==> config.mk <==
export PLATFORM = sky130hd
export DESIGN_NAME = ram_stream_ctrl
export DESIGN_NICKNAME = d
export VERILOG_FILES = /design/src/rtl/ram_stream_ctrl.sv
export SDC_FILE = /design/constraint.sdc
export NUM_CORES = 1
export LEC_CHECK = 0
export ABC_AREA = 1
export ABC_CLOCK_PERIOD_IN_PS = 3300
export CORE_UTILIZATION = 47
export CTS_BUF_LIST = sky130_fd_sc_hd__clkbuf_8
export CTS_CLUSTER_SIZE = 8
export DETAILED_ROUTE_END_ITERATION = 6
export GPL_TIMING_DRIVEN = 0
export PLACE_DENSITY = 0.95
export SLEW_MARGIN = 20
export SYNTH_ARGS = -nofsm -noshare
export SYNTH_HDL_FRONTEND = slang
export SYNTH_SLANG_ARGS = --single-unit
==> constraint.sdc <==
create_clock -name clk -period 3.3 [get_ports clk]
set_input_delay 0.99 -clock clk [delete_from_list [all_inputs] [get_ports clk]]
set_output_delay 0.99 -clock clk [all_outputs]
set_load 0.005 [all_outputs]
==> src/rtl/ram_stream_ctrl.sv <==
// Streaming FIFO controller that owns a 16x8 single-port synchronous RAM.
// One RAM access per cycle (reads win); read data lands in a one-entry output register.
module ram_stream_ctrl #(
    parameter int DATA_W = 8,
    parameter int ADDR_W = 4
) (
    input  logic              clk,
    input  logic              rst_n,
    input  logic              in_valid,
    input  logic [DATA_W-1:0] in_data,
    output logic              in_ready,
    output logic              out_valid,
    output logic [DATA_W-1:0] out_data,
    input  logic              out_ready,
    output logic              ram_we,
    output logic [ADDR_W-1:0] ram_addr,
    output logic [DATA_W-1:0] ram_din,
    input  logic [DATA_W-1:0] ram_dout,
    output logic [ADDR_W:0]   count,
    output logic              full,
    output logic              empty
);

    localparam int DEPTH = 1 << ADDR_W;
    localparam logic [ADDR_W:0] DEPTH_C = (ADDR_W + 1)'(DEPTH);

    logic [ADDR_W-1:0] wr_ptr_q, wr_ptr_d;
    logic [ADDR_W-1:0] rd_ptr_q, rd_ptr_d;
    logic [ADDR_W:0]   count_q, count_d;
    logic              rd_inflight_q, rd_inflight_d;
    logic              out_valid_q, out_valid_d;
    logic [DATA_W-1:0] out_data_q, out_data_d;

    logic rd_go;
    logic wr_go;

    // A read may only launch when the output register will be free by capture time.
    always_comb begin
        rd_go    = (count_q != '0) && !rd_inflight_q && (!out_valid_q || out_ready);
        in_ready = rst_n && (count_q != DEPTH_C) && !rd_go;
        wr_go    = in_valid && in_ready;

        ram_we   = wr_go;
        ram_addr = wr_go ? wr_ptr_q : rd_ptr_q;
        ram_din  = in_data;
    end

    always_comb begin
        wr_ptr_d      = wr_ptr_q;
        rd_ptr_d      = rd_ptr_q;
        count_d       = count_q;
        rd_inflight_d = rd_inflight_q;
        out_valid_d   = out_valid_q;
        out_data_d    = out_data_q;

        if (rd_inflight_q) begin
            out_data_d    = ram_dout;
            out_valid_d   = 1'b1;
            rd_inflight_d = 1'b0;
        end else if (out_valid_q && out_ready) begin
            out_valid_d = 1'b0;
        end

        if (rd_go) begin
            rd_ptr_d      = rd_ptr_q + ADDR_W'(1);
            count_d       = count_q - (ADDR_W + 1)'(1);
            rd_inflight_d = 1'b1;
        end else if (wr_go) begin
            wr_ptr_d = wr_ptr_q + ADDR_W'(1);
            count_d  = count_q + (ADDR_W + 1)'(1);
        end
    end

    always_ff @(posedge clk) begin
        if (!rst_n) begin
            wr_ptr_q      <= '0;
            rd_ptr_q      <= '0;
            count_q       <= '0;
            rd_inflight_q <= 1'b0;
            out_valid_q   <= 1'b0;
            out_data_q    <= '0;
        end else begin
            wr_ptr_q      <= wr_ptr_d;
            rd_ptr_q      <= rd_ptr_d;
            count_q       <= count_d;
            rd_inflight_q <= rd_inflight_d;
            out_valid_q   <= out_valid_d;
            out_data_q    <= out_data_d;
        end
    end

    assign out_valid = out_valid_q;
    assign out_data  = out_data_q;
    assign count     = count_q;
    assign full      = (count_q == DEPTH_C);
    assign empty     = (count_q == '0) && !rd_inflight_q && !out_valid_q;

endmodule

=== After elaboration in Yosys (flattened, before gate mapping) ===
Cells that the tools add are included.

* Register bits: 23
* Output and inout port bits: 30
* Logic and storage cells: 36
* Input bits: 20

* Reduce and logical (&&, ||, !) cells: 17
* Equality and inequality tests: 2
* Multiplexer cells: 6
* Bitwise logic cells: 1
* $add $sub $neg: 4

{| class="wikitable"
|+ Operator list
! cell !! count
|-
| two-way mux 5 bit || 2
|-
| adder 4 x 1 -> 4 bit (second input constant) || 2
|-
| logical AND 1 bit || 8
|-
| adder 5 x 1 -> 5 bit (second input constant) || 1
|-
| equality test 5 bit (second input constant) || 1
|-
| zero test 5 bit || 1
|-
| inequality test 5 bit (second input constant) || 1
|-
| nonzero test 5 bit || 1
|-
| subtractor 5 x 1 -> 5 bit (second input constant) || 1
|-
| two-way mux 4 bit || 1
|-
| nonzero test 2 bit || 2
|-
| zero test 1 bit || 3
|-
| two-way mux 1 bit || 3
|-
| AND reduction 2 bit || 1
|-
| logical OR 1 bit || 1
|-
| NOT 1 bit || 1
|}

=== Depth between registers and ports, before layout ===
Gate-level depths: netlist (run 1).

* Word-level depth: 8
* Gate-level depth with buffers: 15
* Depth with buffers taken out: 15

=== Worst setup path before layout (run 1) ===
Ideal clock, no wire load.

* Path kind: input to output
* From: in out_ready
* To: out ram_addr[0]
* Path buffers: 1
* Required time: 2.310 ns
* Slack: 0.362 ns
* Arrival: 1.948 ns
* Stages: 9
* Path through: inv_1 > a21oi_2 > nand2_4 > inv_4 > nor2_4 > nand2_4 > buf_2 > nand2_1 > o21ai_1

* Longest elaborated chain between the ends: 6

{| class="wikitable"
|+ Ends and longest elaborated chain
! what !! RTL line !! source
|-
| start: declaration || 14 || <nowiki>input logic out_ready,</nowiki>
|-
| logical OR 1 bit || 39 || <nowiki>rd_go = (count_q != '0) && !rd_inflight_q && (!out_valid_q || out_ready);</nowiki>
|-
| logical AND 1 bit || 39 ||
|-
| net rd_go || 34 || <nowiki>logic rd_go;</nowiki>
|-
| zero test 1 bit || 40 || <nowiki>in_ready = rst_n && (count_q != DEPTH_C) && !rd_go;</nowiki>
|-
| logical AND 1 bit || 40 ||
|-
| net in_ready || 11 || <nowiki>output logic in_ready,</nowiki>
|-
| logical AND 1 bit || 41 || <nowiki>wr_go = in_valid && in_ready;</nowiki>
|-
| two-way mux 4 bit || 44 || <nowiki>ram_addr = wr_go ? wr_ptr_q : rd_ptr_q;</nowiki>
|-
| end: declaration || 16 || <nowiki>output logic [ADDR_W-1:0] ram_addr,</nowiki>
|}

The timed path passes the listed nets, and every way through them passes these cells.

=== Worst setup path in the final report (run 1) ===
* From: in rst_n
* To: out in_ready

* Longest elaborated chain between the ends: 2

{| class="wikitable"
|+ Ends and longest elaborated chain
! what !! RTL line !! source
|-
| start: declaration || 8 || <nowiki>input logic rst_n,</nowiki>
|-
| logical AND 1 bit (2 in series) || 40 ||
|-
| end: declaration || 11 ||
|}

Every way passes these cells.

==> run_results.csv, run 1 <==
group,metric,value,unit
run_status,status,"finished, final reports clean",
floorplanning,rows,17,
placement,dp_hpwl,1932,microns
final_layout,finalNetCount,244,
floorplanning,ioPinCount,50,
final_layout,finalNonFillerCells,247,
routing,drc_errors,0,
synthesis,synthesis.nets,192,
sta,slew_headroom,73.75,%
sta,grt_setup_unrepaired,"false",
clock_tree,cts_max_level,1,
synthesis,syn_avg_cell_area,7.135,sq um
synthesis,yosys.area_share.simple,26.72,%
pwr,powerDensity,863.1,nW/um^2
worst_hold_path,hold_class,"reg2reg",
synthesis,ys_seq_area_share,38.41,%
clock_tree,cts_tree,"done",
routing,wl_per_cell,11.45,microns
placement,dp_cells,237,
final_layout,final_common_cell,"clkdlybuf4s50_1",
sta,slew_viol_final,0,
global_route,grt_usage,22.22,%
synthesis,synth_compound_area_share,15.45,%
final_layout,syn_to_final_growth,44.36,%
global_route,grt_start_max_net_pins,13,
synthesis,syn_area,1199,sq um
global_route,grt_pass1_wl,4547,microns
worst_setup_path,cp.required,2310,ps
global_route,antenna_found_initial,0,
sta,fin_skew,3.068,ps
sta,tightest_slew,393.8,ps
clock_tree,clock-sinks,23,
clock_tree,cts.root.buffer_cell,"clkbuf_8",
sta,fmax,314.7,MHz
clock_tree,clk_latency,260,ps
pwr,p_leak,0.7853,nW
final_layout,fill_cells,188,
final_layout,post-route-util,75.33,%
worst_setup_path,critPathKind,"in2out",
final_layout,drive_above_1_share,15.98,%
sta,setup_viol,0,
routing,via_per_inst,5.117,
worst_setup_path,crit_arrival,2190,ps
synthesis,synthMuxAreaShare,0,%
sta,fin_crit_sh,96.28,%
floorplanning,die_y,52.50,microns
placement,gp_congestion,0.8030,
worst_setup_path,critPathLaunchType,"primary input",
placement,port_buffers,41,
worst_setup_path,max_stage_delay,510,ps
floorplanning,start_util,52.18,%
final_layout,antennaDiodeCount,0,
job,cap_violations,0,
routing,num_vias,1264,
synthesis,synth_cells,168,
worst_setup_path,cp_slowest_cell,"clkdlybuf4s50_1",
worst_setup_path,path_max_fanout,8,
routing,ant_nets,0,
synthesis,synth_fa_ha_area_share,4.175,%
synthesis,yosysWarningCount,0,
floorplanning,die_area,2756,sq um
sta,hold_viol_final,0,
final_layout,multi_input_area,580.6,sq um
final_layout,regArea,460.4,sq um
synthesis,synth-seq-cells,23,
floorplanning,core-area,2297,sq um
synthesis,synthXorXnorAreaFrac,1.461,%
synthesis,yosys.cell_types.count,25,
clock_tree,clk_pin_slew,80,ps
pwr,peakVddDrop,0.0006397,V
sta,min_period,3177,ps
routing,drt-initial-drc-count,34,
global_route,overflow,0,
routing,drt_pre_antenna_iters,4,
global_route,grt_pass1_vias,1105,
worst_setup_path,cp_cell_sequence,"dlygate4sd2_1 > o21ai_1 > nor2_4 > clkdlybuf4s50_1",
floorplanning,die_w,52.50,microns
clock_tree,cts_inserted_buffers,3,
worst_setup_path,endpoint_kind,"output port",
synthesis,synth_top_family_by_area,"simple AND/OR/NAND/NOR gates",
final_layout,most-common-layout-cells,"34 x clkdlybuf4s50_1, 26 x nand2_1, 23 x nor2_1, 23 x dfxtp_1, 19 x inv_1",
routing,routed_wl,2827,microns
clock_tree,cts_max_path_buffers,2,
-- cells in the mapped netlist --
cell | count | share of area (%)
nand2_1 | 26 | 8.1
dfxtp_1 | 23 | 38
nor2_1 | 23 | 7.2
inv_1 | 19 | 6.0
o21ai_0 | 13 | 5.4
o21ai_1 | 10 | 4.2
a21oi_1 | 9 | 3.8
nand3_1 | 9 | 3.8
buf_4 | 8 | 5.0
ha_1 | 4 | 4.2
nand4_1 | 4 | 2.1
inv_2 | 3 | 0.94
nand2_4 | 3 | 2.8
a21oi_2 | 2 | 1.5
clkbuf_1 | 2 | 0.63
buf_2 | 1 | 0.42
clkinv_1 | 1 | 0.31
inv_4 | 1 | 0.52
nand3_2 | 1 | 0.84
nor2_2 | 1 | 0.52
nor2_4 | 1 | 0.94
nor3_1 | 1 | 0.42
o21a_1 | 1 | 0.63
xnor2_1 | 1 | 0.73
xor2_1 | 1 | 0.73
-- worst paths after layout --
check / start / endpoint / slack [ps] / cells past startpoint
worst min register to register: rd_ptr_q[3]$_SDFFE_PN0P_ / rd_ptr_q[3]$_SDFFE_PN0P_ / 480 / 2
worst max-delay path: rst_n / in_ready / 120 / 4
worst min-delay path: rd_ptr_q[3]$_SDFFE_PN0P_ / rd_ptr_q[3]$_SDFFE_PN0P_ / 480 / 2
worst max register to register: count[0]$_SDFFE_PN0P_ / count[4]$_SDFFE_PN0P_ / 1320 / 14
-- per-layer routing --
| layer | vias up | GRT usage [%] | routed length [microns] |
|---|---|---|---|
| met2 | 61 | 43.04 | 1424 |
| met5 | - | 0 | 0 |
| met3 | 2 | 6.087 | 253 |
| li1 | 635 | - | - |
| met1 | 566 | 22.22 | 1138 |
| met4 | 0 | 7.456 | 10 |
-- layout make-up --
type	count	area share, %
Multi-Input combinational cell	110	33.55
Sequential cell	23	26.61
Timing Repair Buffer	47	25.16
Inverter	24	5.495
Buffer	11	4.555
Clock buffer	3	2.386
Tap cell	28	2.025
Clock inverter	1	0.2169
-- per-stage QoR --
stage	TNS, ps	setup WS (ps)	area [sq um]	power, mW	hold WS [ps]
floorplan	0	362.1	1199	0.9511	438.4
global placement	-3747	-779.9	1644	1.231	452.3
detailed placement	-3939	-812.5	1644	1.253	457.4
CTS	0	121.4	1730	1.488	468.0
global route	0	53.70	1730	1.631	493.9
finish	0	122.7	1730	1.493	478.6
-- logic make-up after synthesis --
logic type / after synthesis
buffers and inverters: 35
DFF: 23
AOI/OAI and AO/OA: 35
adders and majority gates: 4
xor gates and xnor gates: 2
and+or+nand+nor: 69
-- power breakdown --
group | total, mW | internal [mW] | leakage (nW) | switching [mW]
Clock | 0.170 | 0.0831 | 0.0269 | 0.0867
Sequential | 0.436 | 0.362 | 0.189 | 0.0736
Combinational | 0.888 | 0.417 | 0.569 | 0.471
Total | 1.49 | 0.862 | 0.785 | 0.631
-- critical path: cells and delay by family --
kind / cells / cell delay, ps
and+or+nand+nor: 1 / 170
buffers and inverters: 2 / 850
AOI/OAI and AO/OA: 1 / 180
-- registers in the layout, indices dropped and copies added, names as in the netlist --
signal and cells:
rd_inflight_q 1, out_valid 1, count 5, rd_ptr_q 4
wr_ptr_q 4, out_data 8
-- what timing repair did --
item,4_1_cts,5_1_grt
gates resized for setup,24,0
hold buffers,0,0
buffers inserted,5,0
setup endpoints to repair,6,0
(Power assumes the default switching activity.)
==> run 2, diff against run 1 <==
SKIP_CTS_REPAIR_TIMING = 1   (was not set)
==> run 2 against run 1 <==
  * Critical path depth is 4 higher
  * Worst setup slack got worse by 20 ps
  * Clock power is essentially flat
  * Flip-flop and latch count is the same
  * Non-clock buffer count rose by 5
  * Highest routed layer unchanged
  * Register-to-register slack lost 20 ps
==> run_results.csv, run 2 (synthesis results as in run 1) <==
group,metric,value,unit
clock_tree,cts_max_level,1,
final_layout,finalNonFillerCells,252,
floorplanning,start_util,52.18,%
sta,fin_crit_sh,96.88,%
worst_setup_path,cp_top_family,"buffers and inverters",
global_route,grt_usage,20.11,%
sta,fmax,312.8,MHz
global_route,grt_start_max_net_pins,13,
sta,grt_setup_unrepaired,"false",
worst_setup_path,cp_slowest_cell,"dlymetal6s2s_1",
floorplanning,die_y,52.50,microns
pwr,peakVddDrop,0.0006649,V
final_layout,largest_reg_flops,8,
routing,routedLengthMet1,1193,microns
placement,port_buffers,41,
pwr,p_leak,0.8789,nW
floorplanning,rows,17,
worst_setup_path,critPathKind,"in2out",
routing,drt_pre_antenna_iters,4,
clock_tree,cts_max_path_buffers,2,
sta,slew_headroom,73.66,%
worst_setup_path,path_max_fanout,8,
routing,highest_layer,"met4",
clock_tree,clk_latency,260,ps
final_layout,antennaDiodeCount,0,
worst_hold_path,hold_class,"reg2reg",
worst_setup_path,critPathLaunchType,"primary input",
clock_tree,cts.root.buffer_cell,"clkbuf_8",
routing,via_per_inst,5.119,
routing,num_vias,1290,
worst_setup_path,r2r_end,"count[4]$_SDFFE_PN0P_",
floorplanning,die_w,52.50,microns
floorplanning,die_area,2756,sq um
routing,ant_nets,0,
worst_setup_path,ff2ff_path_depth,14,
sta,setup_tns,0,ps
worst_setup_path,cp.required,2310,ps
sta,holdWs,476.9,ps
floorplanning,core-area,2297,sq um
global_route,grt_pass1_vias,1016,
job,cap_violations,0,
worst_setup_path,cp_cell_sequence,"dlymetal6s2s_1 > o21ai_1 > nor2_4 > nand2_4 > buf_6 > buf_2 > o21ai_1 > dlymetal6s2s_1",
routing,drt-initial-drc-count,13,
routing,routed_wl,2971,microns
sta,tightest_slew,395.2,ps
global_route,overflow,0,
clock_tree,cts_tree,"done",
sta,hold_viol_final,0,
global_route,grt_pass1_wl,4153,microns
final_layout,finalNetCount,249,
routing,wl_met2,1522,microns
pwr,powerDensity,868.9,nW/um^2
worst_hold_path,min_path_cells,2,
placement,gp_congestion,0.8030,
sta,slew_viol_final,0,
placement,placed_cell_area,1644,sq um
sta,min_period,3197,ps
placement,dp_cells,237,
worst_setup_path,r2r_setup_slack,1300,ps
sta,fin_ws,103.0,ps
clock_tree,cts_inserted_buffers,3,
worst_setup_path,cp_num_buf_inv,4,
global_route,antenna_found_initial,0,
final_layout,most-common-layout-cells,"34 x clkdlybuf4s50_1, 26 x nand2_1, 23 x nor2_1, 23 x dfxtp_1, 19 x inv_1",
worst_setup_path,reg2reg_from,"count[0]$_SDFFE_PN0P_",
worst_hold_path,holdPathEnd,"rd_ptr_q[3]$_SDFFE_PN0P_",
worst_hold_path,hold_start,"rd_ptr_q[3]$_SDFFE_PN0P_",
final_layout,drive_above_1_share,16.52,%
final_layout,fill_cells,163,
final_layout,stdcell_area,1799,sq um
floorplanning,ioPinCount,50,
final_layout,final_common_cell,"clkdlybuf4s50_1",
placement,dp_hpwl,1932,microns
final_layout,syn_to_final_growth,50.10,%
sta,setup_viol,0,
worst_setup_path,max_stage_delay,250,ps
routing,drc_errors,0,
sta,fin_skew,3.211,ps
clock_tree,clock-sinks,23,
routing,wl_met3,250,microns
placement,dp_worst_setup_slack,-812.5,ps
worst_setup_path,endpoint_kind,"output port",
clock_tree,clk_pin_slew,80,ps
routing,wl_per_cell,11.79,microns
worst_setup_path,crit_arrival,2210,ps
run_status,status,"finished, final reports clean",
-- run 2: area by class of cell --
class / count / area (sq um) / share of cell area (%)
Sequential cell: 23 / 460.4 / 25.59
Clock buffer: 3 / 41.29 / 2.295
Tap cell: 28 / 35.03 / 1.947
Multi-Input combinational cell: 110 / 580.6 / 32.27
Buffer: 11 / 78.83 / 4.381
Timing Repair Buffer: 52 / 504.2 / 28.02
Inverter: 24 / 95.09 / 5.285
Clock inverter: 1 / 3.754 / 0.2086
-- run 2: where the power goes --
group          leakage, nW  switching [mW]  internal [mW]
sequential           0.189          0.0739          0.362
clock               0.0269          0.0872         0.0831
combinational        0.663           0.491          0.466
total                0.879           0.652          0.912
-- run 2: worst max-delay path by stage --
stage                     startpoint     endpoint  cells after the start
after CTS                  out_ready  ram_addr[3]                     11
after detailed placement   out_ready  ram_addr[3]                     11
final                          rst_n  ram_addr[0]                      8
after global placement     out_ready  ram_addr[0]                     11
after global routing       out_ready  ram_addr[1]                     12
after floorplan            out_ready  ram_addr[0]                      9
-- run 2: layer usage --
metal,vias to the layer above,GRT usage [%]
met2,62,37.97
li1,642,-
met1,584,21.87
met5,-,0
met4,0,3.947
met3,2,5.797
-- run 2: stage by stage --
stage | util, % | power [mW]
2_1_floorplan | - | 0.9511
3_3_place_gp | 71.57 | 1.231
3_5_place_dp | 71.57 | 1.253
4_1_cts | 73.53 | 1.428
5_1_grt | 78.32 | 1.695
6_report | 78.32 | 1.563
-- run 2: tightest hold or removal path, stage by stage (launching register included) --
cell and delay, ps:
dfxtp_1 320, inv_1 60, a21oi_1 50
